==> src/rtl/cv32e40s_rr_arbiter_pkg.sv <==
// Shared types for the round-robin arbiter: the two-state transaction FSM
// encoding and a width helper for the watchdog counter.
package cv32e40s_rr_arbiter_pkg;

  typedef enum logic {
    IDLE = 1'b0,
    BUSY = 1'b1
  } rr_arb_state_e;

  // Watchdog counter width; a disabled watchdog still gets a 1-bit counter.
  function automatic int cnt_width(input int timeout);
    return (timeout <= 1) ? 1 : $clog2(timeout + 1);
  endfunction

endpackage

==> src/rtl/cv32e40s_rr_arbiter_if.sv <==
// Bundle of requester and resource signals around the round-robin arbiter.
// master = arbiter side, slave = requesters plus resource side.
interface cv32e40s_rr_arbiter_if #(
  parameter int NUM_REQ = 4
);
  localparam int IDXW = $clog2(NUM_REQ);

  logic [NUM_REQ-1:0] req_i;
  logic [NUM_REQ-1:0] gnt_o;
  logic               valid_o;
  logic [IDXW-1:0]    idx_o;
  logic               ready_i;
  logic               done_i;
  logic               busy_o;
  logic               timeout_o;

  modport master (
    input  req_i, ready_i, done_i,
    output gnt_o, valid_o, idx_o, busy_o, timeout_o
  );

  modport slave (
    output req_i, ready_i, done_i,
    input  gnt_o, valid_o, idx_o, busy_o, timeout_o
  );
endinterface

==> src/rtl/cv32e40s_ff_one.sv <==
// Find-first-one encoder: index of the lowest set bit, 0 when no bit is set,
// so the result never exceeds LEN-1 even when LEN is not a power of two.
module cv32e40s_ff_one #(
  parameter int LEN = 4
) (
  input  logic [LEN-1:0]         in_vec,
  output logic [$clog2(LEN)-1:0] first_idx
);
  localparam int IW = $clog2(LEN);

  always_comb begin
    first_idx = '0;
    for (int i = LEN - 1; i >= 0; i--) begin
      if (in_vec[i]) first_idx = IW'(i);
    end
  end
endmodule

==> src/rtl/cv32e40s_rr_arbiter.sv <==
// Round-robin arbiter sharing one single-outstanding resource between
// NUM_REQ requesters, with an optional watchdog on the outstanding transaction.
module cv32e40s_rr_arbiter
  import cv32e40s_rr_arbiter_pkg::*;
#(
  parameter int NUM_REQ = 4,
  parameter int TIMEOUT = 255
) (
  input  logic                   clk,
  input  logic                   rst,
  cv32e40s_rr_arbiter_if.master  bus,
  output rr_arb_state_e          state_dbg
);
  localparam int IDXW = $clog2(NUM_REQ);
  localparam int CW   = cnt_width(TIMEOUT);
  localparam logic [CW-1:0] CNT_LAST = CW'((TIMEOUT == 0) ? 0 : TIMEOUT - 1);
  localparam logic [IDXW-1:0] LAST_RST = IDXW'(NUM_REQ - 1);

  rr_arb_state_e      state_q, state_d;
  logic [IDXW-1:0]    last_q, owner_q;
  logic [CW-1:0]      cnt_q;

  logic [NUM_REQ-1:0] req, mask, masked, sel_vec, gnt;
  logic [IDXW-1:0]    winner, idx;
  logic               valid, hs, busy, expire, timeout;

  assign req = bus.req_i;

  // Priority starts strictly above the last winner; fall back to the raw
  // request vector when nothing is pending above it.
  always_comb begin
    mask = '0;
    for (int i = 0; i < NUM_REQ; i++) begin
      mask[i] = (i > int'(last_q));
    end
  end

  assign masked  = req & mask;
  assign sel_vec = (|masked) ? masked : req;

  cv32e40s_ff_one #(
    .LEN (NUM_REQ)
  ) u_ff_one (
    .in_vec    (sel_vec),
    .first_idx (winner)
  );

  // Handshake: fires when valid && ready in IDLE. valid/idx are recomputed
  // every cycle, so the presented index may change before acceptance.
  assign valid  = (state_q == IDLE) && (|req);
  assign hs     = valid && bus.ready_i;
  assign busy   = (state_q == BUSY);
  assign expire = busy && (TIMEOUT != 0) && (cnt_q == CNT_LAST);

  always_ff @(posedge clk or posedge rst) begin
    if (rst) begin
      state_q <= IDLE;
      last_q  <= LAST_RST;
      owner_q <= '0;
      cnt_q   <= '0;
    end else begin
      state_q <= state_d;
      if (hs) begin
        owner_q <= winner;
        last_q  <= winner;
        cnt_q   <= '0;
      end else if (busy && !bus.done_i && !expire && (cnt_q != {CW{1'b1}})) begin
        cnt_q <= cnt_q + 1'b1;
      end
    end
  end

  always_comb begin
    state_d = state_q;
    unique case (state_q)
      IDLE: if (hs) state_d = BUSY;
      BUSY: if (bus.done_i || expire) state_d = IDLE;
      default: state_d = IDLE;
    endcase
  end

  always_comb begin
    gnt     = '0;
    idx     = winner;
    timeout = 1'b0;
    unique case (state_q)
      IDLE: begin
        for (int i = 0; i < NUM_REQ; i++) begin
          gnt[i] = hs && (winner == IDXW'(i));
        end
      end
      BUSY: begin
        idx     = owner_q;
        timeout = expire && !bus.done_i;
      end
      default: ;
    endcase
  end

  assign bus.gnt_o     = gnt;
  assign bus.valid_o   = valid;
  assign bus.idx_o     = idx;
  assign bus.busy_o    = busy;
  assign bus.timeout_o = timeout;
  assign state_dbg     = state_q;

  a_gnt_onehot: assert property (@(posedge clk) disable iff (rst) $onehot0(gnt));
  a_gnt_hs:     assert property (@(posedge clk) disable iff (rst) (gnt != '0) |-> hs);
  a_busy_valid: assert property (@(posedge clk) disable iff (rst) !(busy && valid));

endmodule

==> src/flat_wrapper.sv <==
// flat-port wrapper written by rule: the top's interface ports become plain ports
module cv32e40s_rr_arbiter_flat import cv32e40s_rr_arbiter_pkg::*;
#(
  parameter int NUM_REQ = 4,
  parameter int TIMEOUT = 255
)
  (clk, rst, state_dbg, bus_req_i, bus_ready_i, bus_done_i, bus_gnt_o, bus_valid_o, bus_idx_o, bus_busy_o, bus_timeout_o);
  cv32e40s_rr_arbiter_if #(.NUM_REQ(NUM_REQ)) bus_i ();
  input  logic clk;
  input  logic rst;
  output rr_arb_state_e state_dbg;
  input wire logic [$bits(bus_i.req_i)-1:0] bus_req_i;
  input wire logic [$bits(bus_i.ready_i)-1:0] bus_ready_i;
  input wire logic [$bits(bus_i.done_i)-1:0] bus_done_i;
  output wire logic [$bits(bus_i.gnt_o)-1:0] bus_gnt_o;
  output wire logic [$bits(bus_i.valid_o)-1:0] bus_valid_o;
  output wire logic [$bits(bus_i.idx_o)-1:0] bus_idx_o;
  output wire logic [$bits(bus_i.busy_o)-1:0] bus_busy_o;
  output wire logic [$bits(bus_i.timeout_o)-1:0] bus_timeout_o;
  assign bus_i.req_i = bus_req_i;
  assign bus_i.ready_i = bus_ready_i;
  assign bus_i.done_i = bus_done_i;
  assign bus_gnt_o = bus_i.gnt_o;
  assign bus_valid_o = bus_i.valid_o;
  assign bus_idx_o = bus_i.idx_o;
  assign bus_busy_o = bus_i.busy_o;
  assign bus_timeout_o = bus_i.timeout_o;
  cv32e40s_rr_arbiter #(.NUM_REQ(NUM_REQ), .TIMEOUT(TIMEOUT)) u_core (.clk(clk), .rst(rst), .bus(bus_i), .state_dbg(state_dbg));
endmodule
==> config.mk <==
export PLATFORM = sky130hd
export DESIGN_NAME = cv32e40s_rr_arbiter_flat
export DESIGN_NICKNAME = d
export VERILOG_FILES = /design/src/rtl/cv32e40s_rr_arbiter_pkg.sv /design/src/rtl/cv32e40s_rr_arbiter_if.sv /design/src/rtl/cv32e40s_ff_one.sv /design/src/rtl/cv32e40s_rr_arbiter.sv /design/src/flat_wrapper.sv
export SDC_FILE = /design/constraint.sdc
export NUM_CORES = 1
export LEC_CHECK = 0
export BUFFER_PORTS_ARGS = -buffer_cell sky130_fd_sc_hd__clkbuf_2
export CAP_MARGIN = 30
export CORE_ASPECT_RATIO = 1.25
export CORE_MARGIN = 5
export CORE_UTILIZATION = 28
export DETAILED_ROUTE_END_ITERATION = 10
export MAX_ROUTING_LAYER = met4
export SLEW_MARGIN = 20
export SYNTH_ARGS = -nofsm -noshare
export SYNTH_HDL_FRONTEND = slang
export SYNTH_SLANG_ARGS = --single-unit
==> constraint.sdc <==
create_clock -name clk -period 5.66 [get_ports clk]
set_input_delay 1.132 -clock clk [delete_from_list [all_inputs] [get_ports clk]]
set_output_delay 1.132 -clock clk [all_outputs]
set_load 0.01 [all_outputs]
==> results.py <==
metrics = {
    "clock_network": {
        "clkLatencyLatePin_ps": 270,
        "clkSinkCount": 13,
        "post_cts_buffers": 0,
        "htreeDepth": 1,
        "cts_hold_buf": 0,
        "clk_pin_slew_ps": 80,
        "ctsLongestPathBuffers": 2,
        "post_cts_resized": 0,
        "cts-buffers-inserted": 3,
        "tritoncts": "done",
        "root_buffer": "clkbuf_4",
    },
    "worst_setup_path": {
        "end_kind": "output pin",
        "path_common_cell": "clkbuf_2",
        "cp_top_family": "compound AO/OA/AOI/OAI gates",
        "worstSetupPathType": "in -> out",
        "critPathLaunchType": "input pin",
        "critPathArrivalTime_ps": 2480,
        "slowest_stage": "a211oi_1",
        "cp.required_ps": 4530,
        "cp_slowest_stage_delay_ps": 600,
        "critPathBufInv": 2,
        "crit_path_cell_trace": "clkbuf_2 -> o21bai_1 -> a21oi_1 -> a211oi_1 -> and3_2 -> clkbuf_2",
        "cp_max_fo": 7,
    },
    "die": {
        "fp.dieW_um": 58.2,
        "ioPinCount": 18,
        "start_util_pct": 29.8,
        "design.die.area_sq_mm": 0.00409,
        "core_region_area_sq_mm": 0.00273,
        "die_h_um": 70.3,
        "fp-row-count": 21,
    },
    "routing": {
        "drc_errors": 0,
        "drt_iter0_markers": 9,
        "drtPass1Iterations": 4,
        "wirelength_um": 1790,
        "ant_nets": 0,
        "wl_per_cell_um": 12.5,
        "viasPerCell": 5.13,
        "vias": 734,
    },
    "cells_and_area": {
        "final_cells": 143,
        "drive_gt1_share_pct": 27.5,
        "nets": 120,
        "post-route-cell-area_sq_um": 943,
        "antenna_cells": 0,
        "syn_to_final_growth_pct": 16.0,
    },
    "placed_design": {
        "dp_hpwl_um": 1380,
        "io_buffers": 17,
        "dp.cells": 139,
        "place.gp.congestion": 0.931,
        "pre_cts_ws_ps": 2050,
        "place_area_sq_um": 917,
    },
    "logic_synthesis": {
        "seq_area_frac_synth_pct": 40.3,
        "yosysUniqueCellTypes": 35,
        "synth.top_cell.area_share_pct": 33.8,
        "synth.area.top_cells": "dfrtp_1 (34%), dfstp_2 (6.5%), nor2_1 (6.0%)",
        "synthesis.nets": 101,
        "syn_area_sq_um": 813,
        "synth_area_per_cell_sq_um": 8.94,
        "yosys.area.top_type": "dfrtp_1",
        "ys_ff_latch": 13,
        "synth_warnings": 0,
        "postSynthCellCount": 91,
    },
    "timing": {
        "hold_violations": 0,
        "rsz0062_at_grt": "false",
        "skew_ps": 1.42,
        "worst_pin_slew_ps": 693,
        "drv_slew": 0,
        "fmax_ghz": 0.277,
        "finalSetupTns_ps": 0,
        "finalSetupViolCount": 0,
        "period_minus_slack_ps": 3610,
        "max_slew_margin_pct": 53.5,
        "min_period_over_period_pct": 63.8,
        "finalWorstSetupSlack_ps": 2050,
    },
    "grt": {
        "grt_pass1_vias": 684,
        "grt_remaining_overflow": 0,
        "grt.total_usage_pct": 10.0,
        "grt_pass1_wl_um": 3040,
        "grt_start_max_net_pins": 14,
        "antenna_found_initial": 0,
    },
    "power_and_ir_drop": {
        "ir_drop_uv": 207,
        "p_leak_nw": 0.453,
        "p_total_mw": 0.294,
        "cellPowerDensity_mw_per_mm2": 312,
    },
    "worst_hold_path": {
        "hold_class": "reg -> reg",
    },
    "status": {
        "status": "complete, no violations",
    },
    "run": {
        "drv_cap": 0,
    },
}
-- power breakdown --
part           switching [mW]  leakage, nW  internal (mW)
clock                  0.0310       0.0150         0.0273
combinational          0.0548        0.272         0.0462
sequential             0.0202        0.166          0.115
total                   0.106        0.453          0.188
-- sequential cells by signal, summed over array words and instances, names as in the netlist --
name               cells
u_core.last_q          2
u_core.cnt_q           8
u_core.owner_q         2
u_core.bus.busy_o      1
-- layout by cell type (no fill, tap or decap), types with 2 or more instances in the layout --
master / n
a211oi_1: 3
a21o_1: 4
a21oi_1: 5
and3_2: 2
clkbuf_2: 17
clkbuf_4: 3
dfrtp_1: 11
dfstp_2: 2
ha_1: 2
inv_1: 6
mux2i_1: 3
nand2_1: 6
nand2b_1: 2
nand3_1: 4
nor2_1: 13
nor3_1: 3
nor4_1: 2
o21ai_0: 2
xnor2_1: 3
-- area by class of cell --
cell class                 instances  area [sq um]
timing repair buffer              17          85.1
fill                             292          1790
inverter                           6          22.5
multi-input combinational         69           439
sequential                        13           328
clock buffer                       4          26.3
tap                               34          42.5
-- cell usage after synthesis --
master     instances
a2111oi_0          1
a211oi_1           3
a21o_1             4
a21o_2             1
a21oi_1            5
a31o_2             1
a31oi_1            1
a41oi_1            1
and2_2             1
and3_1             1
and3_2             2
and3_4             1
and4_1             1
buf_4              1
buf_6              1
clkbuf_2           1
dfrtp_1           11
dfstp_2            2
ha_1               2
inv_1              6
mux2i_1            3
nand2_1            6
nand2b_1           2
nand3_1            4
nand3b_1           1
nand4b_1           1
nor2_1            13
nor3_1             3
nor3b_1            1
nor4_1             2
o21ai_0            2
o21bai_1           1
or2_2              1
or4_4              1
xnor2_1            3
-- stage by stage --
step,utilization (%),hold WS (ps)
2_1_floorplan,-,438
5_1_grt,34.5,508
6_report,34.5,484
3_5_place_dp,33.6,467
3_3_place_gp,33.6,459
4_1_cts,34.5,485
-- worst register-to-register path, stage by stage (launching register included) --
cell and delay [ps]:
dfrtp_1 420, ha_1 260, or2_2 300, a41oi_1 370, nor2_1 80, a211oi_1 210
-- cells by family (layout without fill, tap and decap cells) --
kind of cell / after synthesis / after routing / synth area share (%)
simple gates: 41 / 41 / 27.2
compound gates: 20 / 20 / 16.8
fa+ha+maj: 2 / 2 / 3.08
mux: 3 / 3 / 3.69
flops: 13 / 13 / 40.3
buf+inv: 9 / 27 / 5.69
xor+xnor: 3 / 3 / 3.23
-- per-layer routing --
metal  share of wire (%)  GRT usage (%)  up-vias
li1                    -              -      362
met1                  46           11.6      349
met2                  48           15.3       19
met3                 4.8           2.03        4
met4                 1.8           6.70        0
met5                   0              -        -
-- worst paths after layout --
check	start	to	slack, ps	cells after the start
setup / recovery	bus_req_i[1]	bus_gnt_o[0]	2050	6
max in group asynchronous	rst	u_core.last_q[1]$_DFFE_PP1P_	4430	2
hold reg to reg	u_core.owner_q[1]$_DFFE_PP0P_	u_core.owner_q[1]$_DFFE_PP0P_	480	1
hold / removal	u_core.owner_q[1]$_DFFE_PP0P_	u_core.owner_q[1]$_DFFE_PP0P_	480	1
setup reg to reg	u_core.cnt_q[0]$_DFFE_PP0P_	u_core.cnt_q[1]$_DFFE_PP0P_	3930	5
min in group asynchronous	rst	u_core.cnt_q[1]$_DFFE_PP0P_	860	2
No activity file was read; power rests on OpenSTA's default activity.
